`src/rtl/riscv_pkg.sv`:
```
// Shared RISC-V constants, fetch FSM states and fault encodings.
package riscv_pkg;

  localparam int unsigned INSTR_W = 32;

  localparam logic [6:0] OP_R      = 7'h33;
  localparam logic [6:0] OP_I      = 7'h13;
  localparam logic [6:0] OP_LOAD   = 7'h03;
  localparam logic [6:0] OP_STORE  = 7'h23;
  localparam logic [6:0] OP_BRANCH = 7'h63;
  localparam logic [6:0] OP_JAL    = 7'h6F;

  localparam logic [INSTR_W-1:0] NOP_INSTR = 32'h0000_0013;

  typedef enum logic [1:0] {
    S_RESET = 2'd0,
    S_FETCH = 2'd1,
    S_EXEC  = 2'd2,
    S_FAULT = 2'd3
  } fetch_state_e;

  typedef enum logic [1:0] {
    FC_NONE     = 2'd0,
    FC_MISALIGN = 2'd1,
    FC_TIMEOUT  = 2'd2
  } fault_cause_e;

endpackage

```
`src/rtl/fetch_watchdog.sv`:
```
// Counts unanswered fetch cycles; flags expiry on the last allowed cycle.
module fetch_watchdog #(
  parameter int unsigned ACK_TIMEOUT = 255
) (
  input  logic clk,
  input  logic rst,
  input  logic clear,
  input  logic incr,
  output logic expired_c
);

  localparam int unsigned CNT_W = (ACK_TIMEOUT > 2) ? $clog2(ACK_TIMEOUT) : 1;
  localparam logic [CNT_W-1:0] LIMIT = CNT_W'(ACK_TIMEOUT - 1);

  logic [CNT_W-1:0] count;

  // Wait counter: cleared by reset or ack, bumped on each unanswered cycle
  always_ff @(posedge clk) begin
    if (rst || clear) begin
      count <= '0;
    end else if (incr) begin
      count <= count + CNT_W'(1);
    end
  end

  // Expiry only when enabled and this cycle is itself unanswered
  always_comb begin
    expired_c = (ACK_TIMEOUT != 0) && incr && (count == LIMIT);
  end

endmodule

```
`src/rtl/instr_fetch_unit.sv`:
```
// Fetch stage: PC, imem req/ack handshake, instruction hold and PC commit.
module instr_fetch_unit
  import riscv_pkg::*;
#(
  parameter int unsigned      XLEN        = 32,
  parameter logic [XLEN-1:0]  RESET_PC    = '0,
  parameter int unsigned      ACK_TIMEOUT = 255
) (
  input  logic            clk,
  input  logic            rst,
  output logic            imem_req,
  output logic [XLEN-1:0] imem_addr,
  input  logic            imem_ack,
  input  logic [31:0]     imem_rdata,
  output logic            instr_valid,
  output logic [31:0]     instr,
  output logic [6:0]      op,
  output logic [2:0]      func3,
  output logic [6:0]      func7,
  output logic [4:0]      rs1,
  output logic [4:0]      rs2,
  output logic [4:0]      rd,
  output logic [XLEN-1:0] pc,
  output logic [XLEN-1:0] pc_plus4,
  input  logic            exec_done,
  input  logic            pc_src,
  input  logic [XLEN-1:0] pc_target,
  output logic            fault,
  output logic [1:0]      fault_cause,
  output logic [31:0]     retire_count
);

  fetch_state_e    state, state_nxt;
  logic [XLEN-1:0] pc_nxt, branch_pc;
  logic [31:0]     instr_nxt, retire_nxt;
  logic            fault_nxt;
  logic [1:0]      cause_nxt;
  logic            wd_clear, wd_incr, wd_expired_c;

  fetch_watchdog #(
    .ACK_TIMEOUT (ACK_TIMEOUT)
  ) u_watchdog (
    .clk       (clk),
    .rst       (rst),
    .clear     (wd_clear),
    .incr      (wd_incr),
    .expired_c (wd_expired_c)
  );

  // Field decode straight off the held instruction register
  assign imem_addr = pc;
  assign pc_plus4  = pc + XLEN'(4);
  assign op        = instr[6:0];
  assign func3     = instr[14:12];
  assign func7     = instr[31:25];
  assign rs1       = instr[19:15];
  assign rs2       = instr[24:20];
  assign rd        = instr[11:7];

  // Next-state and next-register values
  always_comb begin
    state_nxt  = state;
    pc_nxt     = pc;
    instr_nxt  = instr;
    fault_nxt  = fault;
    cause_nxt  = fault_cause;
    retire_nxt = retire_count;
    wd_clear   = 1'b0;
    wd_incr    = 1'b0;
    branch_pc  = pc_src ? pc_target : pc_plus4;

    case (state)
      S_RESET: state_nxt = S_FETCH;
      S_FETCH: begin
        if (imem_ack) begin
          instr_nxt = imem_rdata;
          wd_clear  = 1'b1;
          state_nxt = S_EXEC;
        end else begin
          wd_incr = 1'b1;
          if (wd_expired_c) begin
            fault_nxt = 1'b1;
            cause_nxt = 2'(FC_TIMEOUT);
            state_nxt = S_FAULT;
          end
        end
      end
      S_EXEC: begin
        if (exec_done) begin
          retire_nxt = retire_count + 32'd1;
          if (branch_pc[1:0] != 2'b00) begin
            fault_nxt = 1'b1;
            cause_nxt = 2'(FC_MISALIGN);
            state_nxt = S_FAULT;
          end else begin
            pc_nxt    = branch_pc;
            state_nxt = S_FETCH;
          end
        end
      end
      S_FAULT: state_nxt = S_FAULT;
      default: state_nxt = S_RESET;
    endcase
  end

  // State and output registers; req/valid registered from the next state
  always_ff @(posedge clk) begin
    if (rst) begin
      state        <= S_RESET;
      pc           <= RESET_PC;
      instr        <= NOP_INSTR;
      instr_valid  <= 1'b0;
      imem_req     <= 1'b0;
      fault        <= 1'b0;
      fault_cause  <= 2'(FC_NONE);
      retire_count <= 32'd0;
    end else begin
      state        <= state_nxt;
      pc           <= pc_nxt;
      instr        <= instr_nxt;
      instr_valid  <= (state_nxt == S_EXEC);
      imem_req     <= (state_nxt == S_FETCH);
      fault        <= fault_nxt;
      fault_cause  <= cause_nxt;
      retire_count <= retire_nxt;
    end
  end

endmodule

```
`config.mk`:
```
export PLATFORM = sky130hd
export DESIGN_NAME = instr_fetch_unit
export DESIGN_NICKNAME = d
export VERILOG_FILES = /design/src/rtl/riscv_pkg.sv /design/src/rtl/fetch_watchdog.sv /design/src/rtl/instr_fetch_unit.sv
export SDC_FILE = /design/constraint.sdc
export NUM_CORES = 1
export LEC_CHECK = 0
export CAP_MARGIN = 20
export CORE_MARGIN = 3
export CORE_UTILIZATION = 43
export CTS_CLUSTER_DIAMETER = 100
export DETAILED_ROUTE_END_ITERATION = 16
export GPL_TIMING_DRIVEN = 0
export PLACE_DENSITY = 0.83
export SLEW_MARGIN = 20
export SYNTH_ARGS = -nofsm -noshare
export SYNTH_HDL_FRONTEND = slang
export SYNTH_HIERARCHICAL = 1
export SYNTH_SLANG_ARGS = --single-unit
```
`constraint.sdc`:
```
create_clock -name clk -period 2.1 [get_ports clk]
set_input_delay 0.42 -clock clk [delete_from_list [all_inputs] [get_ports clk]]
set_output_delay 0.42 -clock clk [all_outputs]
set_load 0.005 [all_outputs]
```
Yosys cells after proc, flatten, opt, wreduce, memory -nomap -nowiden
Cells that the tools add are included.
- add/subtract/negate cells: 3
- eq/ne operators: 10
- multiplexer cells: 20
- bitwise logic cells: 1
- reductions and logical operators: 9
- operators with widths (cell ; count):
    32-bit by 1-bit adder with 32-bit output, second input constant ; 1
    32-bit by 3-bit adder with 32-bit output, second input constant ; 1
    32-bit 2-to-1 mux ; 1
    2-bit 2-to-1 mux ; 8
    8-bit by 1-bit adder with 8-bit output, second input constant ; 1
    8-bit == test, second input constant ; 1
    1-bit 2-to-1 mux ; 8
    2-bit case mux with 4 select lines ; 1
    2-bit == test, second input constant ; 3
    2-bit inequality test, second input constant ; 3
    5-bit AND reduction ; 1
    2-bit by 1-bit == test with 1-bit output, second input constant ; 2
    2-bit case mux with 2 select lines ; 1
    2-bit AND reduction ; 2
    2-bit nonzero test ; 2
    3-bit AND reduction ; 1
    2-bit zero test ; 1
    2-bit by 1-bit inequality test with 1-bit output, second input constant ; 1
    1-bit case mux with 2 select lines ; 1
    1-bit logical AND ; 1
    1-bit logical OR ; 1
    1-bit NOT ; 1
- bits in registers: 111
- bits of input ports: 69

Depth between registers and ports, before layout
- word-level depth: 7
- gate-level depth with buffers: 8

Hierarchy
Netlist, hierarchy kept.
- by module, submodules not included (module ; instances ; cells an instance ; area an instance (um^2)):
    instr_fetch_unit ; 1 ; 706 ; 5679.2
    fetch_watchdog ; 1 ; 42 ; 369.1

Worst setup path before layout
Ideal clock, no wire load.
- kind: reg2out
- start point: reg pc[2] (netlist: imem_addr[2])
- end point: out pc_plus4[18]
- data arrival time: 1628 ps
- slack: 52 ps
- stages on the path, launching flop included: 6
- buffers on the path: 0
- path through: dfxtp_1 ha_1 nand3_1 nor2_1 and4_1 xor2_1
- cells in the longest elaborated chain, start to end: 1
- ends and longest elaborated chain (element ; line ; text):
    start: declaration ; instr_fetch_unit.sv:23 ; output logic [XLEN-1:0] pc,
    start signal: assignment ; instr_fetch_unit.sv:119 ; pc <= pc_nxt;
    32-bit by 3-bit adder with 32-bit output ; instr_fetch_unit.sv:52 ; assign pc_plus4 = pc + XLEN'(4);
    end: declaration ; instr_fetch_unit.sv:24 ; output logic [XLEN-1:0] pc_plus4,
No other way between the ends.

Worst setup path in the final report
- start point: reg pc[6] (netlist: imem_addr[6])
- end point: out pc_plus4[28]
Same word-level chain as after synthesis.

==> out/summary.md <==
For this run the aggregate overflow at the end of global routing stands at 0. Endpoint type of the worst setup path: an output pin. The number of instances on the worst hold path came out at 2.

Share of the clock period used by the worst path after layout: 1.14. The tools report the initial antenna violation count as 0. The run gives 1680 ps as the required time of the worst setup path. The tools report the die area as 15,500 um^2. The run gives 0.00420 uW as the static leakage. After detailed routing, the average wire length per cell comes to 18.7 um.

After floorplanning, the core was divided into 42 placement rows. Along the worst path, the maximum fanout reaches 5. Across the run, the number of max-cap violations was 0. The run finished, with violations left. The tightest min-delay check is of the flop to flop type. After clock tree synthesis, the flow added hold-fix buffers numbering 0. The power density over the cells is 434 nW/um^2. The relative slew slack is 0.551. The final reports fail on setup timing. Master of the slowest instance on the critical path: sky130_fd_sc_hd__dfxtp_4. The tools report the wire length of the first global-routing pass as 35,700 um.

The run gives 748 as the cell count after synthesis. Compared with the post-synthesis result, the final layout area differs by 70.1%. Cell family contributing the most delay on the critical path: buffers and inverters. Area of the mapped netlist: 6050 um^2. The initial standard-cell utilization of the core was 0.448.

The final weighted congestion of routability-driven global placement was 0.944. STA puts the critical path data arrival time at 1970 ps. The total area inside the core boundary comes to 13,500 um^2. The clock tree synthesis step divided the H-tree into 3 levels. The clock passes through at most 2 buffers. For this run, the number of standard cells in the final layout without fillers is 1,296. Static timing analysis puts the maximum clock frequency at 0.418 GHz. The final worst clock skew came out at 9.25 ps. The biggest area contributor in the post-synthesis netlist is sky130_fd_sc_hd__dfxtp_1. The Yosys step of the flow raised 6 warnings. In this run the tool buffered the top-level ports with 265 buffer cells. The largest single stage delay on the critical path is 370 ps. Setup repair after global routing could not meet its margin everywhere. The number of pins exceeding their max-slew limit in the final report came out at 0. The startpoint-to-endpoint class of the critical path is flop to output pin. The origin of the critical flop-to-flop path was imem_addr[6].

The run gives 19 as the largest net degree at the start of global routing. The clock sink count was 111. The die is 125 um tall.

The worst setup path is launched from a flop. The number of distinct library cells after synthesis is 64. The setup slack of the most critical reg-to-reg path came out at -110 ps. TritonCTS built the clock tree. The endpoint identified for the worst register-to-register timing path is imem_addr[23].

Via count of the first global-routing pass: 6,657. By area the synthesized netlist is led by sky130_fd_sc_hd__dfxtp_1 37%, sky130_fd_sc_hd__buf_4 9.3%, sky130_fd_sc_hd__nand2_1 6.7%, sky130_fd_sc_hd__xor2_1 5.6%, sky130_fd_sc_hd__a21oi_1 4.3%. The number of nets in the synthesized netlist is 821. The logs give 0 for the number of hold-slack violations in the final timing report and 0 for the post-route antenna net violation count. In the layout the commonest cells are 235 x sky130_fd_sc_hd__clkdlybuf4s50_1, 148 x sky130_fd_sc_hd__buf_4, 104 x sky130_fd_sc_hd__nand2_1, 88 x sky130_fd_sc_hd__dfxtp_1, 64 x sky130_fd_sc_hd__nor2_1.

Buffers plus inverters on the worst setup path: 4. The worst-case setup margin in the final layout is -291 ps. Setup violations remaining at the end of the flow were counted as 24. Detailed placement finished with a half-perimeter wire length of 15,800 um. Fraction of the yosys area taken by sequential cells: 0.367. CTS placed an instance of sky130_fd_sc_hd__clkbuf_16 at the clock tree root. 266 I/O pins were placed.

The signal on the critical path passes through buf_4 > nand4_1 > buf_6 > nor2_4 > buf_4 > nand4b_1 > xnor2_1 > buf_2. Summed over all failing endpoints, the final setup total negative slack is -4120 ps. In this run the mean area of a mapped cell was 8.09 um^2. The detailed-route wire length is 24,300 um, and the maximum ir drop on the vdd rail is 0.477 mV. The startpoint identified for the worst hold timing path is instr[8]. The fraction of synthesis flops using an asynchronous set or reset pin works out to 0.

The cell seen most often among critical-path stages is sky130_fd_sc_hd__buf_4. The final layout contains 1,189 nets. The run gives 9 as the total clock buffers created by CTS. The worst min-delay path endpoint is instr[8]. The worst register-to-register path has a depth of 15. Area share of the largest cell type after synthesis: 0.367. The most frequent standard cell in the layout excluding fill and tap cells is sky130_fd_sc_hd__clkdlybuf4s50_1. For this block, the initial DRC count from the detailed router was 698.

The clock latency at the later pin of the worst-skew pair was 360 ps. After detailed routing, the number of remaining DRC violations is 0. Clock period minus final worst setup slack: 2390 ps. The slew at the pin closest to its max-slew limit came out at 674 ps. The run gives 6 as the iteration count of the initial detailed-routing pass.

Clock edge transition at the registers on the reported setup and hold paths: 80 ps. For this run, the leading register cell type out of synthesis is sky130_fd_sc_hd__dfxtp_1. For the aggregate global-route resource usage, the log shows 0.281.

In this run, synthesis inferred 0 flip-flops with an integrated enable. The share of layout cells above drive strength 1 came out at 0.281. The detailed router placed 7,213 vias in this run.

The count of state elements after synthesis works out to 111. The repair_antennas step left the layout with diodes totalling 0. The run gives 1,189 as the cell count after placement.

The vias per cell was 5.57; the x dimension of the die was 125 um.
worst register-to-register path, stage by stage, from the launching register on:
cell,delay (ps)
sky130_fd_sc_hd__dfxtp_4,360
sky130_fd_sc_hd__and4_1,210
sky130_fd_sc_hd__buf_6,130
sky130_fd_sc_hd__buf_6,110
sky130_fd_sc_hd__nand4_1,110
sky130_fd_sc_hd__buf_4,140
sky130_fd_sc_hd__nor2_4,30
sky130_fd_sc_hd__buf_4,130
sky130_fd_sc_hd__buf_6,100
sky130_fd_sc_hd__buf_4,120
sky130_fd_sc_hd__buf_4,120
sky130_fd_sc_hd__buf_4,120
sky130_fd_sc_hd__buf_4,130
sky130_fd_sc_hd__buf_4,130
sky130_fd_sc_hd__nand2_2,40
sky130_fd_sc_hd__a31oi_1,80
kinds of logic (layout without fill, tap and decap cells):
logic type      Yosys count  after routing  share of synthesized area
compound gates          127            127                      0.135
xor+xnor                 61             61                     0.0883
fa+ha+maj                 4              4                    0.00828
buf+inv                 123            495                      0.130
flops                   111            111                      0.367
mux                       1              1                    0.00166
simple gates            321            321                      0.270
cells in the mapped netlist (3+ instances only):
cell,count
sky130_fd_sc_hd__dfxtp_1,111
sky130_fd_sc_hd__nand2_1,108
sky130_fd_sc_hd__buf_4,75
sky130_fd_sc_hd__nor2_1,69
sky130_fd_sc_hd__a21oi_1,52
sky130_fd_sc_hd__xor2_1,39
sky130_fd_sc_hd__nand3_1,33
sky130_fd_sc_hd__nand4_1,32
sky130_fd_sc_hd__clkbuf_1,28
sky130_fd_sc_hd__xnor2_1,22
sky130_fd_sc_hd__and4_1,14
sky130_fd_sc_hd__o21ai_0,14
sky130_fd_sc_hd__a22oi_1,13
sky130_fd_sc_hd__and3_1,11
sky130_fd_sc_hd__a31oi_1,8
sky130_fd_sc_hd__buf_2,8
sky130_fd_sc_hd__or3_1,8
sky130_fd_sc_hd__a21o_1,7
sky130_fd_sc_hd__and2_1,7
sky130_fd_sc_hd__nor3_1,7
sky130_fd_sc_hd__inv_1,6
sky130_fd_sc_hd__a22o_1,4
sky130_fd_sc_hd__ha_1,4
sky130_fd_sc_hd__nand2b_1,4
sky130_fd_sc_hd__nand3b_1,4
sky130_fd_sc_hd__nor4_1,4
sky130_fd_sc_hd__o311ai_1,4
sky130_fd_sc_hd__o31ai_1,4
sky130_fd_sc_hd__buf_6,3
sky130_fd_sc_hd__o211ai_1,3
sky130_fd_sc_hd__o41ai_1,3
power by group:
part / leakage, uW / switching [uW] / internal (uW)
combinational: 0.00315 / 271 / 381
clock: 0.000128 / 821 / 805
sequential: 0.000915 / 53.4 / 2130
total: 0.00420 / 1140 / 3320
state kept, by name, indices dropped and copies added, names as in the netlist:
signal	flops
u_watchdog/count	8
state	2
instr	32
fault	1
imem_addr	32
fault_cause	2
retire_count	32
imem_req	1
instr_valid	1
how the worst max path moves through the flow:
| stage | startpoint | endpoint | slack, ps | cells after the start |
|---|---|---|---|---|
| floorplan | imem_addr[2] | pc_plus4[18] | 50 | 5 |
| global placement | imem_addr[3] | pc_plus4[28] | -890 | 6 |
| detailed placement | imem_addr[3] | pc_plus4[28] | -880 | 6 |
| CTS | imem_addr[10] | pc_plus4[27] | -300 | 8 |
| global route | imem_addr[6] | pc_plus4[18] | -340 | 8 |
| finish | imem_addr[6] | pc_plus4[28] | -290 | 8 |
through the flow:
| step | worst slack [ps] | cell area [um^2] | total power, uW | hold slack (ps) | utilization |
|---|---|---|---|---|---|
| 6_report | -291 | 10300 | 4470 | 472 | 0.762 |
| 3_5_place_dp | -879 | 8920 | 2870 | 464 | 0.661 |
| 4_1_cts | -297 | 9930 | 4470 | 474 | 0.735 |
| 5_1_grt | -336 | 10300 | 4610 | 503 | 0.762 |
| 2_1_floorplan | 51.7 | 6050 | 2490 | 458 | - |
| 3_3_place_gp | -892 | 8920 | 2860 | 457 | 0.661 |
layer usage:
layer,vias to the layer above,share of wire,GRT usage
met1,3341,0.37,0.336
met2,471,0.49,0.475
met3,128,0.082,0.0746
met5,-,0,0
met4,0,0.060,0.125
li1,3273,-,-
timing repair:
action	in CTS	in global routing
pin swaps	39	32
endpoints found under the setup margin	70	50
resized for setup	208	50
setup buffers	78	37
final cells by class:
type,instances,area [um^2]
repair buffers,366,3380
multi-input cells,514,3340
fillers,872,3220
flip-flops and latches,111,2290
plain buffers,107,757
clock buffers,9,225
well taps,176,220
clock inverters,6,46.3
inverters,7,31.3
Note: power is estimated with default switching activity, not from simulation.
